<file path="config.mk">
export PLATFORM = sky130hd
export DESIGN_NAME = crypto_pkt_classifier
export DESIGN_NICKNAME = d
export VERILOG_FILES = /design/src/rtl/crypto_pkg.sv /design/src/rtl/crypto_axis_reg_slice.sv /design/src/rtl/crypto_pkt_classifier.sv
export SDC_FILE = /design/constraint.sdc
export NUM_CORES = 1
export LEC_CHECK = 0
export ABC_AREA = 1
export BUFFER_PORTS_ARGS = -buffer_cell sky130_fd_sc_hd__buf_2
export CORE_AREA = 4 4 354 356
export CTS_BUF_LIST = sky130_fd_sc_hd__clkbuf_4
export DETAILED_ROUTE_END_ITERATION = 10
export DIE_AREA = 0 0 358 360
export PLACE_DENSITY_LB_ADDON = 0.25
export SLEW_MARGIN = 20
export SYNTH_ARGS = -nofsm -noshare
export SYNTH_HDL_FRONTEND = slang
export SYNTH_HIERARCHICAL = 1
export SYNTH_SLANG_ARGS = --single-unit
</file>
<file path="constraint.sdc">
create_clock -name axis_aclk -period 15 [get_ports axis_aclk]
set_input_delay 0.75 -clock axis_aclk [delete_from_list [all_inputs] [get_ports axis_aclk]]
set_output_delay 0.75 -clock axis_aclk [all_outputs]
set_load 0.01 [all_outputs]
</file>
<file path="src/rtl/crypto_pkg.sv">
// Shared constants and types for the crypto_switch classifier path:
// header field offsets in AXI lane order, mark bit default and FSM state encoding.
package crypto_pkg;

  localparam logic [15:0] ETHERTYPE_IPV4 = 16'h0008;
  localparam logic [3:0]  IPV4_VERSION   = 4'd4;

  localparam int ETH_TYPE_LSB = 96;
  localparam int IP_VER_LSB   = 116;
  localparam int IP_PROTO_LSB = 184;

  // Bytes 0..23 must all be present for the protocol field to be trusted.
  localparam int HDR_BYTES = 24;

  localparam int MARK_BIT_DEFAULT = 32;

  typedef enum logic {
    SOP = 1'b0,
    MID = 1'b1
  } pkt_state_t;

endpackage

</file>
<file path="src/rtl/crypto_axis_reg_slice.sv">
// Generic 1-deep AXI-Stream register slice; selected tuser bits are replaced
// by an override value as the beat is loaded.
module crypto_axis_reg_slice #(
  parameter int DATA_W = 256,
  parameter int USER_W = 128
) (
  input  logic                axis_aclk,
  input  logic                reset,
  input  logic [DATA_W-1:0]   s_tdata,
  input  logic [DATA_W/8-1:0] s_tkeep,
  input  logic [USER_W-1:0]   s_tuser,
  input  logic                s_tlast,
  input  logic                s_tvalid,
  output logic                s_tready,
  input  logic [USER_W-1:0]   tuser_ovr_mask,
  input  logic [USER_W-1:0]   tuser_ovr_val,
  output logic [DATA_W-1:0]   m_tdata,
  output logic [DATA_W/8-1:0] m_tkeep,
  output logic [USER_W-1:0]   m_tuser,
  output logic                m_tlast,
  output logic                m_tvalid,
  input  logic                m_tready
);

  // Accept whenever the register is empty or being drained this cycle.
  assign s_tready = !m_tvalid || m_tready;

  // NOTE: non-blocking assignments keep every register sampling pre-edge values,
  // so the order of statements inside the block cannot change behaviour.
  // NOTE: the payload registers are reset because downstream sees them as
  // defined zeros after reset; a wider pipeline would normally leave data unreset.
  always_ff @(posedge axis_aclk or posedge reset) begin
    if (reset) begin
      m_tvalid <= 1'b0;
      m_tdata  <= '0;
      m_tkeep  <= '0;
      m_tuser  <= '0;
      m_tlast  <= 1'b0;
    end else if (s_tvalid && s_tready) begin
      m_tvalid <= 1'b1;
      m_tdata  <= s_tdata;
      m_tkeep  <= s_tkeep;
      m_tuser  <= (s_tuser & ~tuser_ovr_mask) | (tuser_ovr_val & tuser_ovr_mask);
      m_tlast  <= s_tlast;
    end else if (m_tready) begin
      m_tvalid <= 1'b0;
    end
  end

endmodule

</file>
<file path="src/rtl/crypto_pkt_classifier.sv">
// Classifies each packet from its first beat (Ethernet + IPv4 header) and stamps
// an encrypt-eligible mark into tuser for every beat; keeps per-class counters.
module crypto_pkt_classifier
  import crypto_pkg::*;
#(
  parameter int C_AXIS_DATA_WIDTH  = 256,
  parameter int C_AXIS_TUSER_WIDTH = 128,
  parameter int MARK_BIT           = MARK_BIT_DEFAULT,
  parameter int CNT_WIDTH          = 32
) (
  input  logic                             axis_aclk,
  input  logic                             reset,
  input  logic [C_AXIS_DATA_WIDTH-1:0]     s_axis_tdata,
  input  logic [C_AXIS_DATA_WIDTH/8-1:0]   s_axis_tkeep,
  input  logic [C_AXIS_TUSER_WIDTH-1:0]    s_axis_tuser,
  input  logic                             s_axis_tvalid,
  output logic                             s_axis_tready,
  input  logic                             s_axis_tlast,
  output logic [C_AXIS_DATA_WIDTH-1:0]     m_axis_tdata,
  output logic [C_AXIS_DATA_WIDTH/8-1:0]   m_axis_tkeep,
  output logic [C_AXIS_TUSER_WIDTH-1:0]    m_axis_tuser,
  output logic                             m_axis_tvalid,
  input  logic                             m_axis_tready,
  output logic                             m_axis_tlast,
  input  logic [7:0]                       cfg_ip_proto,
  input  logic                             cfg_enable,
  input  logic                             cnt_clear,
  output logic [CNT_WIDTH-1:0]             match_cnt,
  output logic [CNT_WIDTH-1:0]             pass_cnt
);

  localparam logic [CNT_WIDTH-1:0] CNT_MAX = '1;
  localparam logic [C_AXIS_TUSER_WIDTH-1:0] MARK_MASK =
    {{(C_AXIS_TUSER_WIDTH-1){1'b0}}, 1'b1} << MARK_BIT;

  pkt_state_t state;
  logic       pkt_mark;
  logic       match;
  logic       mark;
  logic       s_fire;
  logic       sop_fire;

  assign s_fire   = s_axis_tvalid && s_axis_tready;
  assign sop_fire = s_fire && (state == SOP);

  assign match = cfg_enable
              && (s_axis_tdata[ETH_TYPE_LSB +: 16] == ETHERTYPE_IPV4)
              && (s_axis_tdata[IP_VER_LSB +: 4]    == IPV4_VERSION)
              && (s_axis_tdata[IP_PROTO_LSB +: 8]  == cfg_ip_proto)
              && (&s_axis_tkeep[HDR_BYTES-1:0]);

  // NOTE: the default assignment first guarantees mark is driven on every path,
  // so no latch is inferred if the state test is ever extended.
  always_comb begin
    mark = pkt_mark;
    if (state == SOP) mark = match;
  end

  always_ff @(posedge axis_aclk or posedge reset) begin
    if (reset) begin
      state    <= SOP;
      pkt_mark <= 1'b0;
    end else if (s_fire) begin
      case (state)
        SOP: begin
          pkt_mark <= match;
          state    <= s_axis_tlast ? SOP : MID;
        end
        MID: if (s_axis_tlast) state <= SOP;
        default: state <= SOP;
      endcase
    end
  end

  // Saturating counters; a clear wins over a coincident increment.
  always_ff @(posedge axis_aclk or posedge reset) begin
    if (reset) begin
      match_cnt <= '0;
      pass_cnt  <= '0;
    end else if (cnt_clear) begin
      match_cnt <= '0;
      pass_cnt  <= '0;
    end else if (sop_fire) begin
      if (match && (match_cnt != CNT_MAX)) match_cnt <= match_cnt + CNT_WIDTH'(1);
      if (!match && (pass_cnt != CNT_MAX)) pass_cnt  <= pass_cnt + CNT_WIDTH'(1);
    end
  end

  crypto_axis_reg_slice #(
    .DATA_W (C_AXIS_DATA_WIDTH),
    .USER_W (C_AXIS_TUSER_WIDTH)
  ) u_slice (
    .axis_aclk      (axis_aclk),
    .reset          (reset),
    .s_tdata        (s_axis_tdata),
    .s_tkeep        (s_axis_tkeep),
    .s_tuser        (s_axis_tuser),
    .s_tlast        (s_axis_tlast),
    .s_tvalid       (s_axis_tvalid),
    .s_tready       (s_axis_tready),
    .tuser_ovr_mask (MARK_MASK),
    .tuser_ovr_val  (mark ? MARK_MASK : '0),
    .m_tdata        (m_axis_tdata),
    .m_tkeep        (m_axis_tkeep),
    .m_tuser        (m_axis_tuser),
    .m_tlast        (m_axis_tlast),
    .m_tvalid       (m_axis_tvalid),
    .m_tready       (m_axis_tready)
  );

endmodule

</file>
After elaboration in Yosys (flattened, before gate mapping):

Index checks and enable logic that the tools add are counted.
W data, S select, Z words.

* add/sub/neg operators: 2
* eq/ne operators: 5
* mux-type cells: 11
* bitwise logic cells: 2
* reduce and logical (&&, ||, !) cells: 18

Operator list (number)
* $mux W32: 6
* $or A128 B33 Y128: 1
* $add A32 B1 Y32 const B: 2
* $ne A32 B32 Y1 const B: 2
* $mux W33: 1
* $reduce_and A24 Y1: 1
* $eq A16 B4 Y1 const B: 1
* $eq A8 B8 Y1: 1
* $logic_and A1 B1 Y1: 8
* $reduce_bool A2 Y1: 4
* $eq A4 B3 Y1 const B: 1
* $mux W1: 4
* $reduce_and A2 Y1: 2
* $logic_not A1 Y1: 2
* $logic_or A1 B1 Y1: 1
* $not A1 Y1: 1

* register bits: 484
* input port bits: 431
* output and inout port bits: 483
* logic and storage cells: 47

Depth between registers and ports, before layout:

* word-level depth: 10
* gate-level depth with buffers: 12
* depth with buffers taken out: 12

Hierarchy:

Netlist, hierarchy kept.

By module, submodules not included
* crypto_axis_reg_slice: times used 1, cells each 2312, area an instance 18063.6 sq um, sequential area each 10460.0 sq um
* crypto_pkt_classifier: times used 1, cells each 914, area an instance 5452.7 sq um, sequential area each 1651.6 sq um

Worst setup path before layout:

No wires, ideal clock.

* path type: input to register
* start: in m_axis_tready
* end: reg match_cnt[10]
* setup time: 0.066 ns
* arrival: 2.267 ns
* data required time: 14.934 ns
* slack: 12.667 ns
* stages: 11
* buffers on the path: 3
* cells stage by stage: inv_1 nand2_1 buf_2 buf_2 nand2_1 nor2_1 inv_1 nand2_1 buf_1 nand3_1 nand2_1

* longest elaborated chain between the ends: 5

RTL lines
* start, declared: RTL line crypto_pkt_classifier.sv:23 `input logic m_axis_tready,`
* $logic_or A1 B1 Y1: RTL line crypto_axis_reg_slice.sv:26 `assign s_tready = !m_tvalid || m_tready;`
* named net s_axis_tready: RTL line crypto_pkt_classifier.sv:17 `output logic s_axis_tready,`
* $logic_and A1 B1 Y1: RTL line crypto_pkt_classifier.sv:43 `assign s_fire = s_axis_tvalid && s_axis_tready;`
* $logic_and A1 B1 Y1: RTL line crypto_pkt_classifier.sv:44 `assign sop_fire = s_fire && (state == SOP);`
* $reduce_bool A2 Y1 (no source line)
* $reduce_and A2 Y1 (no source line)
* end signal, assigned: RTL line crypto_pkt_classifier.sv:84 `if (match && (match_cnt != CNT_MAX)) match_cnt <= match_cnt + CNT_WIDTH'(1);`
* end, declared: RTL line crypto_pkt_classifier.sv:28 `output logic [CNT_WIDTH-1:0] match_cnt,`

The timed path passes the listed nets, and every way through them passes these cells.
A chain may end at the register's enable or synchronous reset.

Worst setup path after layout:

* start: reg u_slice.m_tvalid
* end: out s_axis_tready

* longest elaborated chain between the ends: 2

RTL lines
* start, declared: RTL line crypto_axis_reg_slice.sv:21 `output logic m_tvalid,`
* start signal, assigned: RTL line crypto_axis_reg_slice.sv:34 `m_tvalid <= 1'b0;`
* start signal, assigned: RTL line crypto_axis_reg_slice.sv:40 `m_tvalid <= 1'b1;`
* start signal, assigned: RTL line crypto_axis_reg_slice.sv:46 `m_tvalid <= 1'b0;`
* $logic_not A1 Y1: RTL line crypto_axis_reg_slice.sv:26
* $logic_or A1 B1 Y1: RTL line crypto_axis_reg_slice.sv:26
* end, declared: RTL line crypto_pkt_classifier.sv:17

Every way passes these cells.

==> results list <==
* Data required time at the worst endpoint: 14.25 ns
- Top-level port count: 914
- The largest total area in the synthesized netlist belongs to sky130_fd_sc_hd__dfrtp_1.
- Wire length of the first global-routing pass: 161000 µm
- Drt drc: 0
- Max-slew violation total from the final report: 0
- Number of warnings issued by yosys: 6
- The worst hold path belongs to the class input pin to flip-flop.
* Global routing met3 resource utilization: 0.0502
- Post-detailed-route count of antenna-violating nets: 0
* Std-Cell Core Area: 122000 µm²
- In the final design database the tool counted 5380 nets.
- The worst setup path is of the flip-flop to output pin kind.
- Power spread over the standard cell area amounts to 98.0 nW/µm².
- Crit path max-delay cell type: sky130_fd_sc_hd__buf_4
- Clk Tree Root Cell: sky130_fd_sc_hd__clkbuf_4
- Normalized max-slew margin: 0.221
- Summed over all layers, the global routing overflow is 0.
- The run finished with clean final reports.
- Post-Syn Area: 23500 µm²
- VDD sags by at most 0.0656 mV.
* Number of unique standard cell types used by synthesis: 31
- Ranked by total cell area, the synthesized netlist is headed by sky130_fd_sc_hd__dfrtp_1, sky130_fd_sc_hd__nand2_1, sky130_fd_sc_hd__nand3_1.
* Die Ht: 360 µm
- Async set-reset flop share out of synthesis: 1.00
- Synthesis-to-layout area growth: 57.1%
- Avg Vias per Cell: 3.88
- The HPWL after detailed placement is 79200 µm.
- Counting the buffers created by CTS gives 152.
- After the flow finishes, the layout carries non-filler instances totaling 6691.
* Antenna violations before repair: 17
- Final setup TNS: 0 ns
- Detailed-route wire length per cell: 16.2 µm
* Sort of element at the end of the critical path: output pin
- Proportion of layout cells with a drive suffix above 1: 0.235
- After floorplanning, the core was divided into 128 placement rows.
- Traced cell by cell, the critical path runs through nand2_4 -> buf_4 -> buf_4 -> buf_2.
- The most critical setup path has its endpoint at s_axis_tready.
- Largest net degree at the start of global routing: 189
- The die covers 129000 µm².
* Detailed-route via count: 25936
* R2R cell count: 6
* Top cell type's share of synthesized area: 0.515
- For the final database, setup skew stands at 0.0516 ns.
- Initial cell density of the core: 0.193
- Primary flip-flop cell chosen by synthesis mapping: sky130_fd_sc_hd__dfrtp_1
* Portion of the post-synthesis area used by sequential elements: 0.515
* Synthesized flop and latch total: 484
- The setup check on the worst reg-to-reg path leaves a slack of 11.72 ns.
- Synth Instances: 3226
- In this run, synthesis inferred 0 flip-flops with an integrated enable.
* Final Cycle Share: 0.259
* Worst Setup Slack, final: 11.12 ns
* Critical path's largest stage delay: 0.54 ns
- After layout, the minimum clock period comes to 3.89 ns.
* Max Fanout on Critical Path: 52
* Launch point of the worst path: u_slice/m_tvalid$_DFFE_PP0P_
- Setup repair after global routing left no endpoint under its margin.
- Detailed Route WL: 108000 µm
- The later pin in the worst-skew pair is clocked with a latency of 1.05 ns.
- The total count of hold-check failures in the final report was 0.
- Counting stages on the worst path, the most repeated cell is sky130_fd_sc_hd__buf_4.
* Number of global-route vias before repair: 26107
* Worst reg2reg endpoint: u_slice/m_tdata[97]$_DFFE_PP0P_
* Met2 Track Usage GR: 0.263
- At the pin with the least slew margin, the transition time is 1.17 ns.
- Filler cell count in the final layout: 13432
* Iter 0 DRT Violations: 1513
* Number of H-tree levels: 4
* Area occupied by multi-input gates: 11300 µm²
- Static timing analysis puts the maximum clock frequency at 257 MHz.
- Clock-pin slew was measured on the worst setup and hold paths at 0.06 ns.
* FF-to-FF Start: u_slice/m_tvalid$_DFFE_PP0P_
- # Max-Cap Violations: 0
- The clock net in this run drives a total of 484 sinks.
- Clock Path Buffers: 3
- At the worst endpoint, the arrival time is 3.13 ns.
- Buffers inserted to repair hold after CTS numbered 403.
- The floorplan step set the die width to 358 µm.
* Port bufs: 913
- After synthesis, the mean cell area works out to 7.29 µm².
* Worst slack at placement: 10.69 ns
- Register cell area after layout: 12100 µm²
* PostCTS Resize Cnt: 0
* CTS tree: done
* Number of iterations in the first detailed-routing pass: 6
- Overall Global Routing Usage: 0.163
* # Post-CTS Setup Buffers: 0
* GPL Wtd Cong: 0.873
- Routing layer with the top usage in global route: met2
* Leakage power: 0.0201 µW
- Inst Count DP: 6015
- In the global route stage, met1 resource usage came out at 0.201.
- Number of endpoints failing setup at the final stage: 0
* Startpoint types: flip-flop
-- per-layer routing --
metal	routed length (µm)	vias up
li1	-	13109
met1	45800	11684
met2	49800	918
met3	8540	221
met4	4130	4
met5	26	-
-- registers in the layout (all words and copies together), names as in the netlist --
signal            count
u_slice/m_tlast       1
u_slice/m_tuser     128
match_cnt            32
u_slice/m_tkeep      32
u_slice/m_tvalid      1
state                 1
u_slice/m_tdata     256
pass_cnt             32
pkt_mark              1
-- cell type report --
type                    instances  area share
multi-input cells            2762       0.306
diodes                         18     0.00122
clock buffers                 217      0.0441
well taps                    1625      0.0550
flip-flops and latches        484       0.328
repair buffers               1334       0.238
clock inverters                38     0.00542
inverters                     213      0.0218
-- through the flow --
| step | total power (µW) | utilization | area [µm²] | hold WS (ns) |
|---|---|---|---|---|
| after CTS | 3710 | 0.303 | 36900 | 0.00135 |
| after global routing | 3880 | 0.303 | 36900 | 0.0200 |
| final | 3620 | 0.304 | 36900 | 0.164 |
| after detailed placement | 2260 | 0.255 | 31000 | 0.453 |
| after floorplan | 1900 | - | 24900 | 0.453 |
| after global placement | 2260 | 0.255 | 31000 | 0.449 |
-- cells in the mapped netlist, types with 2 or more instances --
master and instances:
sky130_fd_sc_hd__clkbuf_1 34, sky130_fd_sc_hd__a21oi_1 4, sky130_fd_sc_hd__nand3_4 2, sky130_fd_sc_hd__nor2_4 2
sky130_fd_sc_hd__conb_1 2, sky130_fd_sc_hd__nand2_2 4, sky130_fd_sc_hd__buf_2 86, sky130_fd_sc_hd__buf_6 8
sky130_fd_sc_hd__inv_2 4, sky130_fd_sc_hd__buf_1 13, sky130_fd_sc_hd__nor2_2 2, sky130_fd_sc_hd__buf_4 7
sky130_fd_sc_hd__nor2_1 186, sky130_fd_sc_hd__nor3_2 2, sky130_fd_sc_hd__inv_1 209, sky130_fd_sc_hd__nor3_1 26
sky130_fd_sc_hd__ha_1 2, sky130_fd_sc_hd__nand2_1 1690, sky130_fd_sc_hd__xor2_1 29, sky130_fd_sc_hd__o21ai_0 4
sky130_fd_sc_hd__nor3_4 2, sky130_fd_sc_hd__nand3_1 383, sky130_fd_sc_hd__nand4_1 24, sky130_fd_sc_hd__xnor2_1 11
sky130_fd_sc_hd__dfrtp_1 484
-- critical path, delay by kind of cell (launching register included) --
family	cells	cell delay, ns
buffers and inverters	3	1.23
DFF	1	0.45
and+or+nand+nor	1	0.37
-- cells by family (layout without fill, tap and decap cells) --
group                    after synthesis  count (layout)  share of synthesized area
AO/OA/AOI/OAI                          9               9                    0.00202
XOR/XNOR                              40              40                     0.0149
adder cells (fa/ha/maj)                2               2                    0.00106
buffers and inverters                361            1802                     0.0659
flip-flops                           484             484                      0.515
other                                  2             401                   0.000319
AND/OR/NAND/NOR                     2328            2328                      0.401
-- placed cells by master, fill, tap and decap left out, drive strengths merged, types with 2 or more instances in the layout --
master,instances
o21ai,4
dfrtp,484
dlygate4sd3,403
ha,2
clkinvlp,2
conb,383
clkbuf,217
nand3,385
inv,217
nand4,24
xnor2,11
buf,931
clkinv,31
a21oi,4
nor3,30
nor2,190
nand2,1695
xor2,29
diode,18
-- worst min-delay path by stage --
stage	endpoint	cells past startpoint	slack, ns	startpoint
floorplan	pkt_mark$_DFFE_PP0P_	2	0.45	pkt_mark$_DFFE_PP0P_
global placement	u_slice/m_tdata[73]$_DFFE_PP0P_	2	0.45	u_slice/m_tdata[73]$_DFFE_PP0P_
detailed placement	u_slice/m_tdata[68]$_DFFE_PP0P_	2	0.45	u_slice/m_tdata[68]$_DFFE_PP0P_
CTS	u_slice/m_tdata[2]$_DFFE_PP0P_	3	0.001	s_axis_tdata[2]
global route	u_slice/m_tdata[2]$_DFFE_PP0P_	3	0.02	s_axis_tdata[2]
finish	u_slice/m_tdata[2]$_DFFE_PP0P_	3	0.16	s_axis_tdata[2]
-- where the power goes --
part / leakage, µW / switching, µW / internal, µW
logic: 0.0130 / 471 / 309
clock network: 0.00109 / 625 / 677
registers: 0.00607 / 81.5 / 1460
total: 0.0201 / 1180 / 2440
Power figures use the tool's default switching activity.
